[src/rtl/button_debouncer_multi.sv]
// N-channel push-button debouncer: 2-flop sync, tick-gated debounce, press/release
// pulses, long-press and auto-repeat pulses, all channels fully independent.

module button_debouncer_lane #(
  parameter int CNT_WIDTH  = 16,
  parameter int ACTIVE_LOW = 1,
  parameter int HOLD_WIDTH = 20,
  parameter int REP_WIDTH  = 18,
  parameter int REPEAT_EN  = 1
) (
  input  logic clk_i,
  input  logic rst_i,
  input  logic tick_i,
  input  logic sw_i,
  output logic state_o,
  output logic down_o,
  output logic up_o,
  output logic long_o,
  output logic repeat_o
);
  localparam logic POL = (ACTIVE_LOW != 0);

  logic [1:0]            sync_q, sync_d;
  logic [CNT_WIDTH-1:0]  cnt_q, cnt_d;
  logic [HOLD_WIDTH-1:0] hold_q, hold_d, hold_inc;
  logic [REP_WIDTH-1:0]  rep_q, rep_d;
  logic                  state_q, state_d;
  logic                  down_q, down_d, up_q, up_d;
  logic                  long_q, long_d, rpt_q, rpt_d;
  logic                  mismatch, toggle, hold_run, hold_sat;

  always_comb begin
    // Stored sync level is "pressed", so reset value 0 means released for either polarity.
    sync_d   = {sync_q[0], sw_i ^ POL};
    mismatch = sync_q[1] ^ state_q;
    toggle   = mismatch & tick_i & (&cnt_q);

    cnt_d = cnt_q;
    if (!mismatch)   cnt_d = '0;
    else if (tick_i) cnt_d = cnt_q + 1'b1;

    state_d = state_q ^ toggle;
    down_d  = toggle & ~state_q;
    up_d    = toggle & state_q;

    // Hold/repeat only run while pressed and not in a toggle cycle, so a release
    // wipes them in the same cycle the up pulse appears.
    hold_run = state_q & ~toggle;
    hold_sat = &hold_q;
    hold_inc = hold_q + 1'b1;
    hold_d   = hold_q;
    long_d   = 1'b0;
    if (!hold_run) hold_d = '0;
    else if (tick_i && !hold_sat) begin
      hold_d = hold_inc;
      long_d = &hold_inc;
    end

    rep_d = rep_q;
    rpt_d = 1'b0;
    if (!(hold_run && hold_sat)) rep_d = '0;
    else if (tick_i) begin
      rep_d = rep_q + 1'b1;
      rpt_d = &rep_q;
    end
    if (REPEAT_EN == 0) begin
      rep_d = '0;
      rpt_d = 1'b0;
    end
  end

  always_ff @(posedge clk_i) begin
    if (rst_i) begin
      sync_q  <= '0;
      cnt_q   <= '0;
      hold_q  <= '0;
      rep_q   <= '0;
      state_q <= 1'b0;
      down_q  <= 1'b0;
      up_q    <= 1'b0;
      long_q  <= 1'b0;
      rpt_q   <= 1'b0;
    end else begin
      sync_q  <= sync_d;
      cnt_q   <= cnt_d;
      hold_q  <= hold_d;
      rep_q   <= rep_d;
      state_q <= state_d;
      down_q  <= down_d;
      up_q    <= up_d;
      long_q  <= long_d;
      rpt_q   <= rpt_d;
    end
  end

  assign state_o  = state_q;
  assign down_o   = down_q;
  assign up_o     = up_q;
  assign long_o   = long_q;
  assign repeat_o = rpt_q;
endmodule

module button_debouncer_multi #(
  parameter int N_CH       = 4,
  parameter int CNT_WIDTH  = 16,
  parameter int ACTIVE_LOW = 1,
  parameter int HOLD_WIDTH = 20,
  parameter int REP_WIDTH  = 18,
  parameter int REPEAT_EN  = 1
) (
  input  logic            clk_i,
  input  logic            rst_i,
  input  logic            tick_i,
  input  logic [N_CH-1:0] sw_i,
  output logic [N_CH-1:0] sw_state_o,
  output logic [N_CH-1:0] sw_down_o,
  output logic [N_CH-1:0] sw_up_o,
  output logic [N_CH-1:0] sw_long_o,
  output logic [N_CH-1:0] sw_repeat_o,
  output logic            any_pressed_o
);
  logic any_q, any_d;

  for (genvar g = 0; g < N_CH; g++) begin : g_lane
    button_debouncer_lane #(
      .CNT_WIDTH (CNT_WIDTH),
      .ACTIVE_LOW(ACTIVE_LOW),
      .HOLD_WIDTH(HOLD_WIDTH),
      .REP_WIDTH (REP_WIDTH),
      .REPEAT_EN (REPEAT_EN)
    ) u_lane (
      .clk_i   (clk_i),
      .rst_i   (rst_i),
      .tick_i  (tick_i),
      .sw_i    (sw_i[g]),
      .state_o (sw_state_o[g]),
      .down_o  (sw_down_o[g]),
      .up_o    (sw_up_o[g]),
      .long_o  (sw_long_o[g]),
      .repeat_o(sw_repeat_o[g])
    );
  end

  always_comb any_d = |sw_state_o;

  always_ff @(posedge clk_i) begin
    if (rst_i) any_q <= 1'b0;
    else       any_q <= any_d;
  end

  assign any_pressed_o = any_q;
endmodule

[config.mk]
export PLATFORM = sky130hd
export DESIGN_NAME = button_debouncer_multi
export DESIGN_NICKNAME = d
export VERILOG_FILES = /design/src/rtl/button_debouncer_multi.sv
export SDC_FILE = /design/constraint.sdc
export NUM_CORES = 1
export LEC_CHECK = 0
export ABC_AREA = 1
export BUFFER_PORTS_ARGS = -buffer_cell sky130_fd_sc_hd__buf_2
export CORE_UTILIZATION = 35
export CTS_CLUSTER_SIZE = 14
export DETAILED_ROUTE_END_ITERATION = 7
export GPL_TIMING_DRIVEN = 1
export PLACE_DENSITY = 0.57
export SETUP_SLACK_MARGIN = 0.15
export SLEW_MARGIN = 10
export SYNTH_ARGS = -nofsm -noshare
export SYNTH_HDL_FRONTEND = slang
export SYNTH_SLANG_ARGS = --single-unit
export TNS_END_PERCENT = 50
[constraint.sdc]
create_clock -name clk_i -period 3.7 [get_ports clk_i]
set_input_delay 0.37 -clock clk_i [delete_from_list [all_inputs] [get_ports clk_i]]
set_output_delay 0.37 -clock clk_i [all_outputs]
set_load 0.1 [all_outputs]
==> results of run 1 <==
[worst max-delay path: stages, from the launching register on]
cell	delay [ns]
dfxtp_1	0.32
ha_1	0.21
and3_1	0.22
nand4_1	0.16
nor2_1	0.08
nand2_1	0.08
nor2_1	0.06
nand3_1	0.09
ha_1	0.14
nand2_1	0.08
inv_1	0.52
nand3_2	0.38
inv_1	0.25
o21ai_0	0.11
a21oi_1	0.11
[per-layer routing]
layer / routed length (um) / GRT usage, % / vias to the layer above / share of wire [%]
li1: - / - / 5859 / -
met1: 12600 / 19.3 / 4892 / 48
met2: 12200 / 24.8 / 135 / 46
met3: 954 / 2.20 / 35 / 3.6
met4: 533 / 3.94 / 0 / 2.0
met5: 0 / 0 / - / 0
[worst paths after layout]
kind                                               start                                       to
setup / recovery  g_lane[3].u_lane.cnt_q[0]$_SDFFE_PP0P_  g_lane[3].u_lane.rep_q[11]$_SDFFE_PP0P_
hold / removal                                    tick_i   g_lane[1].u_lane.cnt_q[1]$_SDFFE_PP0P_
setup reg to reg  g_lane[3].u_lane.cnt_q[0]$_SDFFE_PP0P_  g_lane[3].u_lane.rep_q[11]$_SDFFE_PP0P_
hold reg to reg    g_lane[2].u_lane.sync_q[0]$_SDFF_PP0_    g_lane[2].u_lane.sync_q[1]$_SDFF_PP0_
[sequential cells by signal (all words and copies together) (netlist names)]
name,count
g_lane.u_lane.long_o,4
g_lane.u_lane.down_o,4
any_pressed_o,1
g_lane.u_lane.cnt_q,64
g_lane.u_lane.state_o,4
g_lane.u_lane.up_o,4
g_lane.u_lane.rep_q,72
g_lane.u_lane.repeat_o,4
g_lane.u_lane.sync_q,8
g_lane.u_lane.hold_q,80
[what timing repair did]
item,CTS,global route
hold buffers,4,0
hold endpoints to repair,4,0
endpoints found under the setup margin,0,2
resized for setup,0,1
[kinds of logic after synthesis]
family | after synthesis | synth area share, %
adder cells (fa/ha/maj) | 29 | 2.89
flip-flops | 245 | 39.1
AND/OR/NAND/NOR | 974 | 34.1
XOR/XNOR | 59 | 4.12
buffers and inverters | 260 | 9.15
AO/OA/AOI/OAI | 248 | 10.6
[metrics by stage]
stage,hold WS (ns),std cells,util (%)
5_1_grt,0.195,2308,39.9
4_1_cts,0.170,2308,39.9
6_report,0.194,2309,39.9
3_3_place_gp,0.397,2252,37.1
2_1_floorplan,0.388,1815,-
3_5_place_dp,0.403,2252,37.1
[cell usage after synthesis, drive strengths merged, types with 3 or more instances]
master and count:
nor3 49, and2 3, nand2 447, nor4 4, o22ai 5, ha 29, or2 8, nand3 112
inv 209, o21ai 103, nor2 297, buf 42, a31oi 6, and3 5, xor2 36, o21a 3
dfxtp 245, xnor2 23, o21bai 7, nand4 37, nor3b 10, a21oi 117, clkbuf 7
[placed cells by master (no fill, tap or decap), types with 4 or more instances in the layout]
cell           instances
nand2_1              436
nor2_1               274
dfxtp_1              245
inv_1                202
a21oi_1              111
nand3_1              107
o21ai_0               88
nor3_1                41
nand4_1               37
xor2_1                36
ha_1                  29
clkbuf_16             29
buf_2                 27
xnor2_1               23
o21ai_1               15
nor2_2                13
nor3b_1               10
nor2_4                10
nor3_2                 8
clkbuf_8               8
nand2_2                7
o21bai_1               7
or2_2                  6
inv_2                  6
a21oi_2                6
a31oi_1                6
clkinv_2               6
clkbuf_1               6
and3_1                 5
o22ai_1                5
nor4_1                 4
nand2_4                4
dlygate4sd3_1          4
buf_4                  4
[cell type report]
class | instances | area [sq um] | area share, %
diodes | 1 | 2.50 | 0.0180
flip-flops and latches | 245 | 4900 | 35.2
clock inverters | 9 | 98.8 | 0.709
inverters | 211 | 795 | 5.70
repair buffers | 35 | 205 | 1.47
well taps | 455 | 569 | 4.09
clock buffers | 43 | 858 | 6.16
multi-input cells | 1310 | 6500 | 46.6
[power groups by stage]
stage | combinational (mW) | clock [mW] | sequential, mW
floorplan | 0.0646 | 0 | 2.70
global placement | 0.0782 | 0 | 2.71
detailed placement | 0.0784 | 0 | 2.71
CTS | 0.0819 | 2.94 | 2.65
global route | 0.0906 | 3.04 | 2.65
finish | 0.0801 | 2.85 | 2.65
==> flow_metrics.py, run 1 <==
metrics = {
    "timing": {
        "finalSetupViolCount": 0,
        "fin_crit_sh_pct": 78.0,
        "clock.fmax_mhz": 346,
        "tightest_slew_ns": 0.686,
        "fin_crit_ns": 2.89,
        "finalHoldViolations": 0,
        "slew_violations": 0,
        "setup_slack_ns": 0.813,
        "relSlewSlack_pct": 54.2,
        "fin_worst_skew_ns": 0.0241,
        "rsz0062_at_grt": "no",
        "setup-tns-final_ns": 0,
    },
    "floorplanning": {
        "io_pins": 28,
        "start_util_pct": 36.0,
        "die_y_um": 191,
        "die_area_sq_um": 36600,
        "placementRows": 68,
        "die_x_um": 191,
        "core_sq_um": 34900,
    },
    "clock_tree": {
        "cts_max_path_buffers": 3,
        "htreeDepth": 1,
        "clk_latency_ns": 0.55,
        "clkTransAtPathRegs_ns": 0.06,
        "root_buffer": "clkbuf_16",
        "tritoncts": "done",
        "cts_buffers": 29,
        "cts_sinks": 245,
        "cts_setup_buffers": 0,
    },
    "synth": {
        "yosysUniqueCellTypes": 46,
        "ys_seq_area_share_pct": 39.1,
        "synth_fp_nets": 1851,
        "ys_top_cells_by_area": "dfxtp_1 39%, nand2_1 13%, nor2_1 8.2%",
        "synth-edff-count": 0,
        "synth_area_sq_um": 12500,
        "synthCells": 1815,
        "synth_flop_cell": "dfxtp_1",
        "synth.top_cell.area_share_pct": 39.1,
        "yosysTopAreaCell": "dfxtp_1",
        "avgSynthCellArea_sq_um": 6.91,
        "ys_warn_count": 0,
        "synthArstFlopShare_pct": 0,
        "ys_ff_latch": 245,
    },
    "worst_setup_path": {
        "critPathCaptureType": "flip-flop",
        "cp_max_fo": 21,
        "required_ns": 4.17,
        "startpoint_type": "flip-flop",
        "worstPathArrival_ns": 3.35,
        "crit_type": "reg2reg",
        "r2r_slack_ns": 0.81,
        "rr_worst_depth": 14,
    },
    "placement": {
        "gp_congestion": 0.847,
        "dpl-instance-area_sq_um": 12900,
        "hpwlAfterDp_mm": 18.8,
        "port_buffers": 27,
        "pre_cts_ws_ns": 0.446,
    },
    "cells_and_area": {
        "final_nets": 1868,
        "area_growth_pct": 11.1,
        "design_area_sq_um": 13900,
        "drive_gt1_share_pct": 7.83,
        "num-fill-cells": 3655,
    },
    "power_and_ir_drop": {
        "peakVddDrop_v": 0.000325,
        "power.leakage_nw": 4.62,
        "power.internal_mw": 4.39,
        "clock_power_share_pct": 51.1,
        "seqPwrFrac_pct": 47.5,
        "p_sw_mw": 1.18,
        "comb_power_share_pct": 1.4,
        "fin_total_pwr_mw": 5.57,
        "power_density_nw_per_um2": 400,
        "swShare_pct": 21.2,
    },
    "grt": {
        "antenna_found_initial": 1,
        "grt_pass1_wl_mm": 45.9,
        "grt_pass1_vias": 10200,
        "gr-total-overflow": 0,
        "grt_start_max_net_pins": 27,
        "track_usage_pct": 14.7,
    },
    "run_status": {
        "outcome": "finished, final reports clean",
    },
    "hold_path": {
        "holdPathStages": 3,
        "hold_path_class": "in2reg",
    },
    "drt": {
        "num_vias": 10900,
        "initialDrtViolationCount": 537,
        "vias_per_cell": 4.73,
        "wl_mm": 26.3,
        "drcViolationCount": 0,
        "dr.pass1.iters": 5,
        "wl_per_cell_um": 11.4,
        "ant_nets": 0,
    },
    "job": {
        "drv_cap": 0,
    },
}
(Power assumes the default switching activity.)
==> inputs of run 2 (changes only) <==
==> constraint.sdc (replaced) <==
create_clock -name clk_i -period 2.8 [get_ports clk_i]
set_input_delay 0.28 -clock clk_i [delete_from_list [all_inputs] [get_ports clk_i]]
set_output_delay 0.28 -clock clk_i [all_outputs]
set_load 0.1 [all_outputs]
==> flow_metrics.py, run 2 (synthesis results as in run 1) <==
metrics = {
    "floorplanning": {
        "die_y_um": 191,
        "die_area_sq_um": 36600,
        "start_util_pct": 36.0,
        "placementRows": 68,
        "core_sq_um": 34900,
        "io_pins": 28,
        "die_x_um": 191,
    },
    "cells_and_area": {
        "final_common_cell": "nand2_1",
        "drive_gt1_share_pct": 8.88,
        "final_nets": 1883,
        "fin_util_pct": 40.5,
        "area_growth_pct": 12.7,
        "layout_common_cells": "434 x nand2_1, 273 x nor2_1, 245 x dfxtp_1, 201 x inv_1, 111 x a21oi_1",
        "diodes": 0,
        "largestRegisters": "g_lane.u_lane.hold_q (80), g_lane.u_lane.rep_q (72), g_lane.u_lane.cnt_q (64)",
        "num-fill-cells": 3647,
        "largest_reg_flops": 80,
        "top_register": "g_lane.u_lane.hold_q",
    },
    "worst_setup_path": {
        "cp_cell_sequence": "inv_1 -> nor3_1 -> nand2_1 -> nor2_1 -> and3_1 -> inv_1 -> ha_1 -> nand2_1 -> inv_1 -> o21ai_0 -> a21oi_1",
        "critPathCaptureType": "flip-flop",
        "cp_top_family": "simple AND/OR/NAND/NOR gates",
        "crit_type": "reg2reg",
        "startpoint_type": "flip-flop",
        "path_buf_inv": 3,
        "critPathMaxStageDelay_ns": 0.37,
        "cp_max_fo": 17,
        "crit_path_top_delay_cell": "dfxtp_1",
        "crit_top_cell": "inv_1",
        "required_ns": 3.20,
        "worstPathArrival_ns": 2.85,
    },
    "grt": {
        "antenna_found_initial": 0,
        "gr-total-overflow": 0,
        "grt_start_max_net_pins": 25,
        "track_usage_pct": 15.0,
        "grt_pass1_wl_mm": 46.9,
        "grt_pass1_vias": 10400,
    },
    "timing": {
        "fin_crit_ns": 2.45,
        "rsz0062_at_grt": "yes",
        "clock.fmax_mhz": 408,
        "tightest_slew_ns": 0.518,
        "fin_crit_sh_pct": 87.5,
        "finalSetupViolCount": 0,
        "finalHoldViolations": 0,
        "fin_worst_skew_ns": 0.0105,
        "setup-tns-final_ns": 0,
        "slew_violations": 0,
        "relSlewSlack_pct": 65.3,
    },
    "power_and_ir_drop": {
        "peakVddDrop_v": 0.000460,
        "power.leakage_nw": 4.72,
        "power_density_nw_per_um2": 539,
    },
    "drt": {
        "num_vias": 10900,
        "dr.pass1.iters": 5,
        "vias_per_cell": 4.71,
        "wl_mm": 26.6,
        "drcViolationCount": 0,
        "ant_nets": 0,
        "wl_per_cell_um": 11.4,
        "initialDrtViolationCount": 501,
    },
    "hold_path": {
        "hold_path_class": "in2reg",
    },
    "placement": {
        "port_buffers": 27,
        "gp_congestion": 0.824,
        "hpwlAfterDp_mm": 19.1,
    },
    "clock_tree": {
        "clkTransAtPathRegs_ns": 0.06,
        "cts_max_path_buffers": 3,
        "cts_sinks": 245,
        "cts_buffers": 29,
        "clk_latency_ns": 0.54,
        "htreeDepth": 1,
        "tritoncts": "done",
        "root_buffer": "clkbuf_16",
    },
    "run_status": {
        "outcome": "finished, final reports clean",
    },
    "job": {
        "drv_cap": 0,
    },
}
==> run 2: cell types whose count changed in the layout (fill, tap and decap cells not counted), sizes merged <==
cell,change
buf,+14
clkinvlp,+5
clkinv,-4
bufinv,+2
clkbuf,-1
diode,-1
dlygate4sd3,+1
inv,-1
==> run 2: final timing paths <==
path	slack [ns]	start	end	cells after the start
max	0.35	g_lane[1].u_lane.cnt_q[5]$_SDFFE_PP0P_	g_lane[1].u_lane.hold_q[2]$_SDFFE_PP0P_	11
min	0.17	tick_i	g_lane[3].u_lane.cnt_q[2]$_SDFFE_PP0P_	3
max reg2reg	0.35	g_lane[1].u_lane.cnt_q[5]$_SDFFE_PP0P_	g_lane[1].u_lane.hold_q[2]$_SDFFE_PP0P_	11
min reg2reg	0.41	g_lane[1].u_lane.sync_q[0]$_SDFF_PP0_	g_lane[1].u_lane.sync_q[1]$_SDFF_PP0_	2
==> run 2: timing repair <==
item / 4_1_cts / 5_1_grt
gates resized for setup: 0 / 8
hold buffers: 5 / 0
setup endpoints to repair: 0 / 60
buffers inserted: 0 / 2
endpoints found under the hold margin: 5 / 0
==> run 2: area by class of cell <==
type	instances	area, sq um	area share, %
clock buffers	42	865	6.11
clock inverters	11	165	1.17
inverters	211	798	5.64
multi-input cells	1310	6520	46.1
flip-flops and latches	245	4900	34.7
well taps	455	569	4.03
repair buffers	50	324	2.29
==> run 2: tightest hold or removal path, stage by stage <==
cell and delay, ns:
buf_2 0.10, and3_1 0.21, nor3_1 0.07
==> run 2: routing by layer <==
layer	routed length [um]	part of all wire (%)	GRT usage, %
met5	0	0	0
met4	539	2.0	3.94
met3	780	2.9	2.00
met2	12100	46	26.0
met1	13100	49	19.3
==> run 2: power by group <==
group          switching, mW  internal, mW
Combinational         0.0816        0.0311
Clock                   1.51          2.50
Sequential           0.00548          3.49
Total                   1.60          6.02
==> run 2: per-stage QoR <==
step                power (mW)  hold slack [ns]  instances  instance area [sq um]  worst slack, ns
detailed placement        3.69            0.403       2264                  13000            0.124
global route              7.89            0.175       2324                  14100           0.0868
CTS                       7.75            0.147       2322                  14100            0.192
global placement          3.68            0.398       2264                  13000            0.148
finish                    7.62            0.172       2324                  14100            0.349
floorplan                 3.66            0.347       1815                  12500            0.583
==> inputs of run 3 (changes only) <==
--- a/config.mk
+++ b/config.mk
@@ -8,9 +8,11 @@
 export ABC_AREA = 1
 export BUFFER_PORTS_ARGS = -buffer_cell sky130_fd_sc_hd__buf_2
 export CORE_UTILIZATION = 35
+export CTS_BUF_LIST = sky130_fd_sc_hd__clkbuf_4
 export CTS_CLUSTER_SIZE = 14
 export DETAILED_ROUTE_END_ITERATION = 7
 export GPL_TIMING_DRIVEN = 1
+export HOLD_SLACK_MARGIN = 0.12
 export PLACE_DENSITY = 0.57
 export SETUP_SLACK_MARGIN = 0.15
 export SLEW_MARGIN = 10
==> flow_metrics.py, run 3 (synthesis results as in run 1) <==
metrics = {
    "cells_and_area": {
        "area_growth_pct": 12.0,
        "design_area_sq_um": 14000,
        "final_nets": 1932,
        "num-fill-cells": 3700,
        "layout_common_cells": "433 x nand2_1, 273 x nor2_1, 245 x dfxtp_1, 200 x inv_1, 111 x a21oi_1",
        "multi_input_area_sq_um": 6520,
        "seq_area_sq_um": 4900,
        "drive_gt1_share_pct": 12.0,
        "final_common_cell": "nand2_1",
        "largest_reg_flops": 80,
        "largestRegisters": "g_lane.u_lane.hold_q (80), g_lane.u_lane.rep_q (72), g_lane.u_lane.cnt_q (64)",
        "top_register": "g_lane.u_lane.hold_q",
    },
    "floorplanning": {
        "die_x_um": 191,
        "placementRows": 68,
        "io_pins": 28,
        "die_area_sq_um": 36600,
        "start_util_pct": 36.0,
        "die_y_um": 191,
        "core_sq_um": 34900,
    },
    "timing": {
        "slew_violations": 0,
        "fin_crit_ns": 2.40,
        "clock.fmax_mhz": 417,
        "rsz0062_at_grt": "no",
        "finalHoldViolations": 0,
        "fin_worst_skew_ns": 0.0541,
        "hold_ws_ns": 0.401,
        "relSlewSlack_pct": 65.2,
        "setup-tns-final_ns": 0,
        "finalSetupViolCount": 0,
        "fin_crit_sh_pct": 85.7,
        "tightest_slew_ns": 0.520,
    },
    "clock_tree": {
        "cts_sinks": 245,
        "cts_buffers": 72,
        "cts_max_path_buffers": 3,
        "tritoncts": "done",
        "htreeDepth": 3,
        "clk_latency_ns": 0.70,
        "root_buffer": "clkbuf_4",
        "clkTransAtPathRegs_ns": 0.07,
    },
    "worst_setup_path": {
        "crit_top_cell": "inv_1",
        "r2r_slack_ns": 0.40,
        "crit_type": "reg2reg",
        "r2r_end": "g_lane[1].u_lane.hold_q[2]$_SDFFE_PP0P_",
        "startpoint_type": "flip-flop",
        "cp_cell_sequence": "inv_1 -> nor3_1 -> nand2_1 -> nor2_1 -> and3_1 -> inv_1 -> ha_1 -> nand2_2 -> clkinvlp_4 -> buf_4 -> o21ai_0 -> a21oi_1",
        "rr_worst_depth": 12,
        "critPathCaptureType": "flip-flop",
        "cp_max_fo": 17,
        "critPathMaxStageDelay_ns": 0.37,
        "required_ns": 3.32,
        "worstPathArrival_ns": 2.92,
        "r2r-start": "g_lane[1].u_lane.cnt_q[5]$_SDFFE_PP0P_",
        "crit_path_top_delay_cell": "dfxtp_1",
    },
    "grt": {
        "grt_start_max_net_pins": 25,
        "track_usage_pct": 15.5,
        "grt_pass1_wl_mm": 47.8,
        "gr-total-overflow": 0,
        "antenna_found_initial": 1,
        "grt_pass1_vias": 10900,
    },
    "placement": {
        "hpwlAfterDp_mm": 19.1,
        "port_buffers": 27,
        "gp_congestion": 0.824,
        "dpl-instance-area_sq_um": 13000,
    },
    "hold_path": {
        "hold_start": "g_lane[1].u_lane.sync_q[0]$_SDFF_PP0_",
        "hold_path_class": "reg2reg",
        "holdPathStages": 2,
        "hold_end": "g_lane[1].u_lane.sync_q[1]$_SDFF_PP0_",
    },
    "power_and_ir_drop": {
        "peakVddDrop_v": 0.000258,
        "seqPwrFrac_pct": 50.7,
        "swShare_pct": 24.2,
        "power.internal_mw": 5.23,
        "p_sw_mw": 1.67,
        "power_density_nw_per_um2": 491,
        "clock_power_share_pct": 47.6,
        "comb_power_share_pct": 1.7,
        "power.leakage_nw": 4.78,
    },
    "run_status": {
        "outcome": "finished, final reports clean",
    },
    "drt": {
        "wl_per_cell_um": 11.3,
        "initialDrtViolationCount": 422,
        "dr.pass1.iters": 5,
        "ant_nets": 0,
        "vias_per_cell": 4.70,
        "drcViolationCount": 0,
        "wl_mm": 27.2,
        "num_vias": 11300,
    },
    "job": {
        "drv_cap": 0,
    },
}
run 3: layer usage:
metal	GRT usage [%]	up-vias	wire, um
met1	19.1	5056	13200
met2	25.9	138	12300
met3	3.69	50	991
met4	6.35	0	619
met5	0	-	0
li1	-	6045	-
run 3: layout make-up:
| cell class | instances | area share, % |
|---|---|---|
| diodes | 2 | 0.0356 |
| clock buffers | 104 | 5.56 |
| clock inverters | 21 | 0.615 |
| inverters | 211 | 5.71 |
| multi-input cells | 1310 | 46.4 |
| flip-flops and latches | 245 | 34.9 |
| well taps | 455 | 4.05 |
| repair buffers | 56 | 2.72 |
run 3: repair_timing:
action                                 CTS  global route
resized for setup                        0            10
hold buffers                            10             0
endpoints found under the hold margin   39             0
setup endpoints to repair                0            62
setup buffers                            0             3
run 3: power groups by stage:
stage               combinational (mW)  clock (mW)  sequential (mW)
CTS                              0.120        3.46             3.50
global placement                 0.108           0             3.58
finish                           0.119        3.29             3.50
detailed placement               0.109           0             3.58
floorplan                       0.0853           0             3.57
global route                     0.134        3.63             3.50
run 3: worst max-delay path by stage:
stage,from,to,slack [ns],cells past startpoint
CTS,g_lane[3].u_lane.cnt_q[1]$_SDFFE_PP0P_,g_lane[3].u_lane.hold_q[10]$_SDFFE_PP0P_,0.17,13
finish,g_lane[1].u_lane.cnt_q[5]$_SDFFE_PP0P_,g_lane[1].u_lane.hold_q[2]$_SDFFE_PP0P_,0.40,12
detailed placement,tick_i,g_lane[2].u_lane.long_o$_SDFF_PP0_,0.12,20
floorplan,g_lane[3].u_lane.cnt_q[0]$_SDFFE_PP0P_,g_lane[3].u_lane.rep_q[10]$_SDFFE_PP0P_,0.58,13
global placement,tick_i,g_lane[2].u_lane.long_o$_SDFF_PP0_,0.15,20
global route,g_lane[3].u_lane.cnt_q[1]$_SDFFE_PP0P_,g_lane[3].u_lane.rep_q[11]$_SDFFE_PP0P_,0.16,15
run 3: metrics by stage:
step	power, mW	util, %	cells	worst slack, ns
2_1_floorplan	3.66	-	1815	0.583
3_3_place_gp	3.68	37.3	2264	0.148
3_5_place_dp	3.69	37.3	2264	0.124
4_1_cts	7.07	40.1	2399	0.175
5_1_grt	7.26	40.3	2404	0.157
6_report	6.90	40.3	2404	0.402
run 3: critical path: cells and delay by family, from the launching register on:
| kind | cells | cell delay (ns) |
|---|---|---|
| adder cells (fa/ha/maj) | 1 | 0.22 |
| flip-flops | 1 | 0.37 |
| buffers and inverters | 4 | 0.42 |
| AND/OR/NAND/NOR | 5 | 1.05 |
| AO/OA/AOI/OAI | 2 | 0.15 |
